--- config.mk ---
export PLATFORM = sky130hd
export DESIGN_NAME = execute_stage_p
export DESIGN_NICKNAME = d
export VERILOG_FILES = /design/src/rtl/execute_pkg.sv /design/src/rtl/execute_stage_p_muldiv.sv /design/src/rtl/execute_stage_p.sv
export SDC_FILE = /design/constraint.sdc
export NUM_CORES = 2
export LEC_CHECK = 0
export CORE_MARGIN = 8
export CORE_UTILIZATION = 55
export CTS_CLUSTER_SIZE = 20
export DETAILED_ROUTE_END_ITERATION = 7
export PLACE_DENSITY = 0.77
export SLEW_MARGIN = 20
export SYNTH_ARGS = -nofsm -noshare
export SYNTH_HDL_FRONTEND = slang
export SYNTH_SLANG_ARGS = --single-unit
export TNS_END_PERCENT = 100
--- constraint.sdc ---
create_clock -name i_clk -period 4.8 [get_ports i_clk]
set_input_delay 1.2 -clock i_clk [delete_from_list [all_inputs] [get_ports i_clk]]
set_output_delay 1.2 -clock i_clk [all_outputs]
set_load 0.005 [all_outputs]
--- src/rtl/execute_pkg.sv ---
// Shared definitions for the parametrised execute stage: funct3 encodings for
// the ALU, conditional branches and the M extension, plus the md FSM states.
package execute_pkg;

  // ALU operation select (funct3)
  localparam logic [2:0] ALU_ADD  = 3'b000;
  localparam logic [2:0] ALU_SLL  = 3'b001;
  localparam logic [2:0] ALU_SLT  = 3'b010;
  localparam logic [2:0] ALU_SLTU = 3'b011;
  localparam logic [2:0] ALU_XOR  = 3'b100;
  localparam logic [2:0] ALU_SR   = 3'b101;
  localparam logic [2:0] ALU_OR   = 3'b110;
  localparam logic [2:0] ALU_AND  = 3'b111;

  // Branch condition select (funct3); 010 and 011 are never taken
  localparam logic [2:0] BR_EQ  = 3'b000;
  localparam logic [2:0] BR_NE  = 3'b001;
  localparam logic [2:0] BR_LT  = 3'b100;
  localparam logic [2:0] BR_GE  = 3'b101;
  localparam logic [2:0] BR_LTU = 3'b110;
  localparam logic [2:0] BR_GEU = 3'b111;

  // Multiply/divide operation select (funct3)
  localparam logic [2:0] MD_MUL    = 3'b000;
  localparam logic [2:0] MD_MULH   = 3'b001;
  localparam logic [2:0] MD_MULHSU = 3'b010;
  localparam logic [2:0] MD_MULHU  = 3'b011;
  localparam logic [2:0] MD_DIV    = 3'b100;
  localparam logic [2:0] MD_DIVU   = 3'b101;
  localparam logic [2:0] MD_REM    = 3'b110;
  localparam logic [2:0] MD_REMU   = 3'b111;

  typedef enum logic [1:0] {
    IDLE = 2'd0,
    BUSY = 2'd1,
    WAIT = 2'd2
  } state_t;

  // Operand a is treated as signed by MUL, MULH, MULHSU, DIV and REM.
  function automatic logic md_a_signed(input logic [2:0] op);
    return op[2] ? !op[0] : (op[1:0] != 2'b11);
  endfunction

  // Operand b is treated as signed by MUL, MULH, DIV and REM.
  function automatic logic md_b_signed(input logic [2:0] op);
    return op[2] ? !op[0] : !op[1];
  endfunction

endpackage

--- src/rtl/execute_stage_p_muldiv.sv ---
// Iterative RV32M/RV64M unit. Works on operand magnitudes: shift-add multiply
// into a 2*XLEN product, restoring divide into quotient/remainder, one step per
// cycle for XLEN cycles, then a sign fix on the combinational result path.
// acc holds the product high half / remainder, lo the product low half /
// dividend-then-quotient.
module muldiv_iter
  import execute_pkg::*;
#(
  parameter int XLEN = 32
) (
  input  logic            clk,
  input  logic            rst_n,
  input  logic            flush_i,
  input  logic            start_i,
  input  logic [2:0]      op_i,
  input  logic [XLEN-1:0] a_i,
  input  logic [XLEN-1:0] b_i,
  output logic            done_o,
  output logic [XLEN-1:0] result_o
);

  localparam int CW = $clog2(XLEN + 1);

  logic [CW-1:0]   count_q, count_d;
  logic [2:0]      op_q, op_d;
  logic [XLEN-1:0] acc_q, acc_d;
  logic [XLEN-1:0] lo_q, lo_d;
  logic [XLEN-1:0] mcand_q, mcand_d;
  logic            neg_p_q, neg_p_d;   // product / quotient needs negating
  logic            neg_a_q, neg_a_d;   // remainder takes the dividend's sign
  logic            div0_q, div0_d;

  logic            a_neg, b_neg;
  logic [XLEN-1:0] a_mag, b_mag;
  logic [XLEN:0]   mul_sum;
  logic [XLEN:0]   div_shift;
  logic [XLEN:0]   div_diff;

  assign a_neg = md_a_signed(op_i) & a_i[XLEN-1];
  assign b_neg = md_b_signed(op_i) & b_i[XLEN-1];
  assign a_mag = a_neg ? -a_i : a_i;
  assign b_mag = b_neg ? -b_i : b_i;

  // One multiply step adds the multiplicand when the current multiplier bit is set.
  assign mul_sum   = {1'b0, acc_q} + (lo_q[0] ? {1'b0, mcand_q} : '0);
  // One restoring-divide step: shift in the next dividend bit, trial-subtract.
  assign div_shift = {acc_q, lo_q[XLEN-1]};
  assign div_diff  = div_shift - {1'b0, mcand_q};

  // Next-state: flush kills the op, start loads magnitudes, otherwise iterate.
  always_comb begin
    // NOTE: every variable gets its hold value first, so no path leaves one unassigned and no latch is inferred.
    count_d = count_q;
    op_d    = op_q;
    acc_d   = acc_q;
    lo_d    = lo_q;
    mcand_d = mcand_q;
    neg_p_d = neg_p_q;
    neg_a_d = neg_a_q;
    div0_d  = div0_q;
    if (flush_i) begin
      count_d = '0;
    end else if (start_i) begin
      count_d = CW'(XLEN);
      op_d    = op_i;
      acc_d   = '0;
      neg_a_d = a_neg;
      div0_d  = (b_i == '0);
      if (op_i[2]) begin
        lo_d    = a_mag;
        mcand_d = b_mag;
        // Division by zero returns an all-ones quotient, never its negation.
        neg_p_d = (a_neg ^ b_neg) & (b_i != '0);
      end else begin
        lo_d    = b_mag;
        mcand_d = a_mag;
        neg_p_d = a_neg ^ b_neg;
      end
    end else if (count_q != '0) begin
      count_d = count_q - CW'(1);
      if (op_q[2]) begin
        if (!div_diff[XLEN]) begin
          acc_d = div_diff[XLEN-1:0];
          lo_d  = {lo_q[XLEN-2:0], 1'b1};
        end else begin
          acc_d = div_shift[XLEN-1:0];
          lo_d  = {lo_q[XLEN-2:0], 1'b0};
        end
      end else begin
        acc_d = mul_sum[XLEN:1];
        lo_d  = {mul_sum[0], lo_q[XLEN-1:1]};
      end
    end
  end

  // Datapath and counter registers.
  always_ff @(posedge clk or negedge rst_n) begin
    if (!rst_n) begin
      count_q <= '0;
      op_q    <= '0;
      acc_q   <= '0;
      lo_q    <= '0;
      mcand_q <= '0;
      neg_p_q <= 1'b0;
      neg_a_q <= 1'b0;
      div0_q  <= 1'b0;
    end else begin
      // NOTE: non-blocking assignments so every register samples pre-edge values.
      count_q <= count_d;
      op_q    <= op_d;
      acc_q   <= acc_d;
      lo_q    <= lo_d;
      mcand_q <= mcand_d;
      neg_p_q <= neg_p_d;
      neg_a_q <= neg_a_d;
      div0_q  <= div0_d;
    end
  end

  assign done_o = (count_q == '0);

  logic [2*XLEN-1:0] prod, prod_fix;
  logic [XLEN-1:0]   quo, rem;

  assign prod     = {acc_q, lo_q};
  assign prod_fix = neg_p_q ? -prod : prod;
  // MIN / -1 falls out naturally: |MIN|/1 = MIN with both signs cancelling.
  assign quo      = div0_q ? '1 : (neg_p_q ? -lo_q : lo_q);
  assign rem      = neg_a_q ? -acc_q : acc_q;

  // Select the requested half / quotient / remainder.
  always_comb begin
    result_o = '0;
    case (op_q)
      MD_MUL:                       result_o = prod_fix[XLEN-1:0];
      MD_MULH, MD_MULHSU, MD_MULHU: result_o = prod_fix[2*XLEN-1:XLEN];
      MD_DIV, MD_DIVU:              result_o = quo;
      default:                      result_o = rem;
    endcase
  end

endmodule

--- src/rtl/execute_stage_p.sv ---
// Execute stage between decode/register-read and memory: single-cycle ALU,
// branch/jump resolution, optional iterative multiply/divide, and a registered
// EX/MEM output with valid/ready handshakes and a flush for branch redirect.
module execute_stage_p
  import execute_pkg::*;
#(
  parameter int              XLEN   = 32,
  parameter int              MD_EN  = 1,
  parameter logic [XLEN-1:0] RST_PC = '0
) (
  input  logic            i_clk,
  input  logic            i_rst_n,
  input  logic            i_flush,
  input  logic            i_valid,
  output logic            o_ready,
  input  logic [XLEN-1:0] i_pc,
  input  logic [XLEN-1:0] i_rs1,
  input  logic [XLEN-1:0] i_rs2,
  input  logic [XLEN-1:0] i_imm,
  input  logic [4:0]      i_rd,
  input  logic [2:0]      i_alu_op,
  input  logic            i_sub,
  input  logic            i_arith,
  input  logic            i_src_imm,
  input  logic            i_src_pc,
  input  logic            i_lui,
  input  logic            i_branch,
  input  logic            i_jal,
  input  logic            i_jalr,
  input  logic            i_md,
  output logic            o_valid,
  input  logic            i_ready,
  output logic [XLEN-1:0] o_result,
  output logic [4:0]      o_rd,
  output logic            o_br_taken,
  output logic [XLEN-1:0] o_br_target
);

  localparam int   SHW   = $clog2(XLEN);
  localparam logic MD_ON = (MD_EN != 0);

  // ---------------- combinational execute ----------------
  logic [XLEN-1:0] op1, op2, alu_res, link, jalr_sum;
  logic [SHW-1:0]  shamt;
  logic            br_cond;
  logic [XLEN-1:0] ex_result, ex_target;
  logic            ex_taken;

  assign op1      = i_src_pc ? i_pc : (i_lui ? '0 : i_rs1);
  assign op2      = i_src_imm ? i_imm : i_rs2;
  assign shamt    = op2[SHW-1:0];
  assign link     = i_pc + XLEN'(4);
  assign jalr_sum = i_rs1 + i_imm;

  // ALU function select.
  always_comb begin
    alu_res = '0;
    case (i_alu_op)
      ALU_ADD:  alu_res = i_sub ? (op1 - op2) : (op1 + op2);
      ALU_SLL:  alu_res = op1 << shamt;
      ALU_SLT:  alu_res = {{(XLEN-1){1'b0}}, ($signed(op1) < $signed(op2))};
      ALU_SLTU: alu_res = {{(XLEN-1){1'b0}}, (op1 < op2)};
      ALU_XOR:  alu_res = op1 ^ op2;
      ALU_SR: begin
        // Kept as separate branches: inside one ?: the unsigned arm would turn
        // the arithmetic shift into a logical one.
        if (i_arith) alu_res = $signed(op1) >>> shamt;
        else         alu_res = op1 >> shamt;
      end
      ALU_OR:   alu_res = op1 | op2;
      default:  alu_res = op1 & op2;
    endcase
  end

  // Conditional branch compare on rs1 vs rs2.
  always_comb begin
    br_cond = 1'b0;
    case (i_alu_op)
      BR_EQ:   br_cond = (i_rs1 == i_rs2);
      BR_NE:   br_cond = (i_rs1 != i_rs2);
      BR_LT:   br_cond = ($signed(i_rs1) < $signed(i_rs2));
      BR_GE:   br_cond = ($signed(i_rs1) >= $signed(i_rs2));
      BR_LTU:  br_cond = (i_rs1 < i_rs2);
      BR_GEU:  br_cond = (i_rs1 >= i_rs2);
      default: br_cond = 1'b0;
    endcase
  end

  // Single-cycle result, redirect flag and target for the current op.
  always_comb begin
    ex_result = alu_res;
    ex_taken  = 1'b0;
    ex_target = i_pc + i_imm;
    if (i_md) begin
      // Only reached when the md unit is absent: the op retires as a no-op.
      ex_result = '0;
    end else if (i_jal || i_jalr) begin
      ex_result = link;
      ex_taken  = 1'b1;
      if (i_jalr) ex_target = jalr_sum & {{(XLEN-1){1'b1}}, 1'b0};
    end else if (i_branch) begin
      ex_taken = br_cond;
    end
  end

  // ---------------- md unit ----------------
  logic            md_start, md_done, md_load;
  logic [XLEN-1:0] md_result;

  generate
    if (MD_EN != 0) begin : gen_md
      muldiv_iter #(.XLEN(XLEN)) u_muldiv (
        .clk      (i_clk),
        .rst_n    (i_rst_n),
        .flush_i  (i_flush),
        .start_i  (md_start),
        .op_i     (i_alu_op),
        .a_i      (i_rs1),
        .b_i      (i_rs2),
        .done_o   (md_done),
        .result_o (md_result)
      );
    end else begin : gen_no_md
      assign md_done   = 1'b1;
      assign md_result = '0;
    end
  endgenerate

  // ---------------- FSM ----------------
  state_t state_q, state_d;
  logic   valid_q, out_free, accept;

  // State register.
  always_ff @(posedge i_clk or negedge i_rst_n) begin
    if (!i_rst_n) state_q <= IDLE;
    else          state_q <= state_d;
  end

  // Next-state: md ops occupy the unit until the result reaches the output.
  always_comb begin
    state_d = state_q;
    if (i_flush) begin
      state_d = IDLE;
    end else begin
      case (state_q)
        IDLE:    if (md_start) state_d = BUSY;
        BUSY:    if (md_done) state_d = out_free ? IDLE : WAIT;
        WAIT:    if (out_free) state_d = IDLE;
        default: state_d = IDLE;
      endcase
    end
  end

  // FSM outputs: handshake and md start/retire strobes.
  always_comb begin
    out_free = !valid_q || i_ready;
    o_ready  = (state_q == IDLE) && out_free && !i_flush;
    accept   = i_valid && o_ready;
    md_start = accept && i_md && MD_ON;
    md_load  = !i_flush && out_free &&
               (((state_q == BUSY) && md_done) || (state_q == WAIT));
  end

  // ---------------- EX/MEM output register ----------------
  logic            valid_d;
  logic [XLEN-1:0] result_q, result_d, target_q, target_d;
  logic [4:0]      rd_q, rd_d, md_rd_q, md_rd_d;
  logic            taken_q, taken_d;

  // Output register load/hold/clear; flush beats everything.
  always_comb begin
    valid_d  = valid_q;
    result_d = result_q;
    rd_d     = rd_q;
    taken_d  = taken_q;
    target_d = target_q;
    md_rd_d  = md_rd_q;
    if (md_start) md_rd_d = i_rd;
    if (i_flush) begin
      valid_d = 1'b0;
    end else if (accept && !md_start) begin
      valid_d  = 1'b1;
      result_d = ex_result;
      rd_d     = i_rd;
      taken_d  = ex_taken;
      target_d = ex_target;
    end else if (md_load) begin
      valid_d  = 1'b1;
      result_d = md_result;
      rd_d     = md_rd_q;
      taken_d  = 1'b0;
    end else if (i_ready) begin
      valid_d = 1'b0;
    end
  end

  // Output and md destination-tag registers.
  always_ff @(posedge i_clk or negedge i_rst_n) begin
    if (!i_rst_n) begin
      valid_q  <= 1'b0;
      result_q <= '0;
      rd_q     <= '0;
      taken_q  <= 1'b0;
      target_q <= RST_PC;
      md_rd_q  <= '0;
    end else begin
      valid_q  <= valid_d;
      result_q <= result_d;
      rd_q     <= rd_d;
      taken_q  <= taken_d;
      target_q <= target_d;
      md_rd_q  <= md_rd_d;
    end
  end

  assign o_valid     = valid_q;
  assign o_result    = result_q;
  assign o_rd        = rd_q;
  assign o_br_taken  = taken_q;
  assign o_br_target = target_q;

endmodule

==> results.toml <==
[critical_path]
worstSetupPathType = "in -> reg"
cpMostUsedCell = "buf_4"
crit_path_top_delay_cell = "clkdlybuf4s50_1"
cp_data_required_time_ns = 5.23
path_cells = "clkdlybuf4s50_1 > buf_12 > buf_6 > buf_4 > nor2b_1 > mux2i_1 > inv_1 > ha_1 > buf_4 > o21a_1 > a211oi_2 > a211oi_2 > buf_4 > buf_4 > o31a_1 > o311a_1 > a221o_1 > xnor2_1 > nor2_1 > o221a_2"
crit_family = "compound AO/OA/AOI/OAI gates"
crit_arrival_ns = 5.16
cp_slowest_stage_delay_ns = 0.50
worstSetupEndpointType = "flip-flop"
crit_buf_inv = 8
critPathLaunchType = "primary input"
crit_fanout = 12

[global_routing]
grt_max_degree = 80
grt_pass1_vias = 35900
antenna_found_initial = 6
grt_pass1_wl_mm = 222
track_usage_pct = 45.8
overflow = 0

[cells_and_area]
fin_util_pct = 69.5
finalNonFillerCells = 5575
mostFrequentLayoutCells = "buf_4 (599), nand2_1 (513), a21oi_1 (419), o21ai_0 (361), nor2_1 (336)"
fin_nets = 5221
drive_gt1_share_pct = 16.9
final_common_cell = "buf_4"
syn2layout_area_growth_pct = 24.9

[run_status]
violations = "DRC"
status = "finished, violations left"

[yosys]
syn_area_per_cell_sq_um = 7.24
yosys_register_bits = 186
synthArstFlopShare_pct = 100
synth-xor-area-share_pct = 8.74
syn_nets = 4660
synth-simple-area-share_pct = 19.9
synth_top_area_share_pct = 15.1
syn-instance-count = 4243
seq_area_frac_synth_pct = 15.1
synth_fa_ha_area_share_pct = 11.0
synthTopCellsByArea = "dfrtp_1 (15%), ha_1 (11%), a21oi_1 (6.8%)"
yosys.cell_types.count = 93
synth.mux.area_fraction_pct = 9.35
synth_top_family_by_area = "compound AO/OA/AOI/OAI gates"
synth-main-ff-cell = "dfrtp_1"
synth_compound_gate_area_share_pct = 29.6
syn_area_sq_um = 30700
synth-edff-count = 0
synth_area_leader_cell = "dfrtp_1"
yosys_warnings = 0

[cts]
htree_levels = 4
cts-hold-fix-buffers = 0
cts_root_buf = "clkbuf_16"
cts_max_path_buffers = 2
clock_sink_count = 186
clk_latency_ns = 0.55
cts_tree = "yes"
cts.clk_slew.worst_paths_ns = 0.10
cts_buffers = 17

[power]
swShare_pct = 52.1
p_sw_mw = 8.57
internal-power_mw = 7.87
leakage_nw = 17.0
worst_ir_drop_vdd_mv = 0.646
power_mw = 16.4
p_clk_share_pct = 10.3
p_comb_share_pct = 69.7
seq_power_share_pct = 20.0
power_density_nw_per_um2 = 428

[sta]
setup_violations = 0
slew_headroom_pct = 23.3
fin_crit_sh_pct = 98.6
tightestPinTransition_ns = 1.15
final_max_slew_viol_count = 0
setup_slack_ns = 0.0688
fmax_mhz = 211
final-hold-violation-count = 0
skew_ns = 0.0266
period_needed_ns = 4.73

[placement]
dp.cells = 5530
gp_congestion = 1.12
post-place-ws_ns = -0.634
port_buffers = 221
hpwlAfterDp_mm = 120

[floorplan]
num_rows = 86
fp.dieArea_sq_um = 63700
floorplan.initialDensity_pct = 55.7
die_height_microns = 252
die_w_microns = 252
core_area_sq_um = 55200
io_pins = 222

[detailed_routing]
via_per_inst = 6.81
drc = 15
wl_mm = 151
routedWlPerCell_microns = 27.2
vias = 38000
ant_nets = 0
dr.pass1.iters = 8
initialDrtViolationCount = 5986

[run]
cap_violations = 0

[worst_hold_path]
hp-class = "reg -> reg"
==> area by class of cell <==
type                            count  area [sq um]
Multi-Input combinational cell   3564         24400
Inverter                          202           761
Timing Repair Buffer              833          6970
Sequential cell                   186          4660
Clock buffer                       17           425
Tap cell                          748           936
Clock inverter                     15           215
Antenna cell                       10          25.0
Fill cell                        4860         16800
==> final timing paths <==
kind                            depth (start not counted)                        to  slack, ns                      from
worst min-delay path                                    2            o_br_target[0]       0.48            o_br_target[0]
max in group asynchronous                               2   gen_md.u_muldiv.neg_a_q       3.06                   i_rst_n
worst max register to register                         16  gen_md.u_muldiv.acc_q[1]       0.29  gen_md.u_muldiv.lo_q[31]
worst min register to register                          2            o_br_target[0]       0.48            o_br_target[0]
worst max-delay path                                   20              o_result[20]       0.07                     i_lui
min in group asynchronous                               1           o_br_target[11]       0.64                   i_rst_n
==> tightest hold or removal path, cell delays in order (launching register included) <==
cell and delay, ns:
dfrtp_1 0.36, nand2_1 0.05, nand2_1 0.05
==> synthesized netlist by cell type, types with 17 or more instances <==
cell type,count
nand2_1,515
a21oi_1,420
o21ai_0,365
nor2_1,338
ha_1,261
clkbuf_1,223
inv_1,197
dfrtp_1,186
xnor2_1,174
mux2i_1,143
xor2_1,129
nand3_1,93
nor3_1,88
o211ai_1,82
a21o_1,75
a31oi_1,72
nor2b_1,62
a211oi_1,53
mux4_2,51
o31ai_1,46
o221ai_1,43
buf_1,39
and3_1,37
or3_1,34
nand2b_1,33
nand4_1,31
a221oi_1,27
buf_2,25
o21a_1,25
mux2_2,24
o22ai_1,22
o2111ai_1,18
o21bai_1,18
or4_1,17
==> metal layers <==
| layer | part of all wire (%) | global-route usage, % | vias up | wire length [microns] |
|---|---|---|---|---|
| li1 | - | - | 16700 | - |
| met1 | 36 | 54.7 | 17600 | 54400 |
| met2 | 41 | 68.5 | 2970 | 62400 |
| met3 | 15 | 17.6 | 745 | 22300 |
| met4 | 8.1 | 29.2 | 4 | 12200 |
| met5 | 0.061 | 0.386 | - | 92 |
==> registers in the layout (all words and copies together) (netlist names), 2 cells and up <==
register,cells
gen_md.u_muldiv.acc_q,32
gen_md.u_muldiv.count_q,6
gen_md.u_muldiv.lo_q,32
gen_md.u_muldiv.mcand_q,32
gen_md.u_muldiv.op_q,3
md_rd_q,5
o_br_target,32
o_rd,5
o_result,32
state_q,2
==> cells by family after synthesis <==
group / Yosys count
muxes: 219
and+or+nand+nor: 1333
adders and majority gates: 267
DFF: 186
xor gates and xnor gates: 305
AOI/OAI and AO/OA: 1440
buffers and inverters: 493
==> stage by stage <==
step	cell area [sq um]	hold WS (ns)	TNS, ns
2_1_floorplan	30900	0.446	0
3_3_place_gp	37600	0.451	-5.55
3_5_place_dp	37600	0.456	-8.17
4_1_cts	38200	0.477	0
5_1_grt	38400	0.494	-0.0919
6_report	38400	0.481	0
==> power by group through the flow <==
stage / Combinational (mW) / Clock [mW] / Sequential [mW]
floorplan: 7.27 / 0 / 2.71
global placement: 10.8 / 0 / 3.22
detailed placement: 11.0 / 0 / 3.24
CTS: 11.1 / 1.68 / 3.21
global route: 12.3 / 1.73 / 3.33
finish: 11.5 / 1.69 / 3.29
==> repair_timing <==
action                                  in CTS  in global routing
resized for setup                            0                 23
cloned                                       0                  0
endpoints found under the setup margin       1                 16
setup buffers                                2                  1
pin swaps                                    1                  1
No activity file was read; power rests on OpenSTA's default activity.
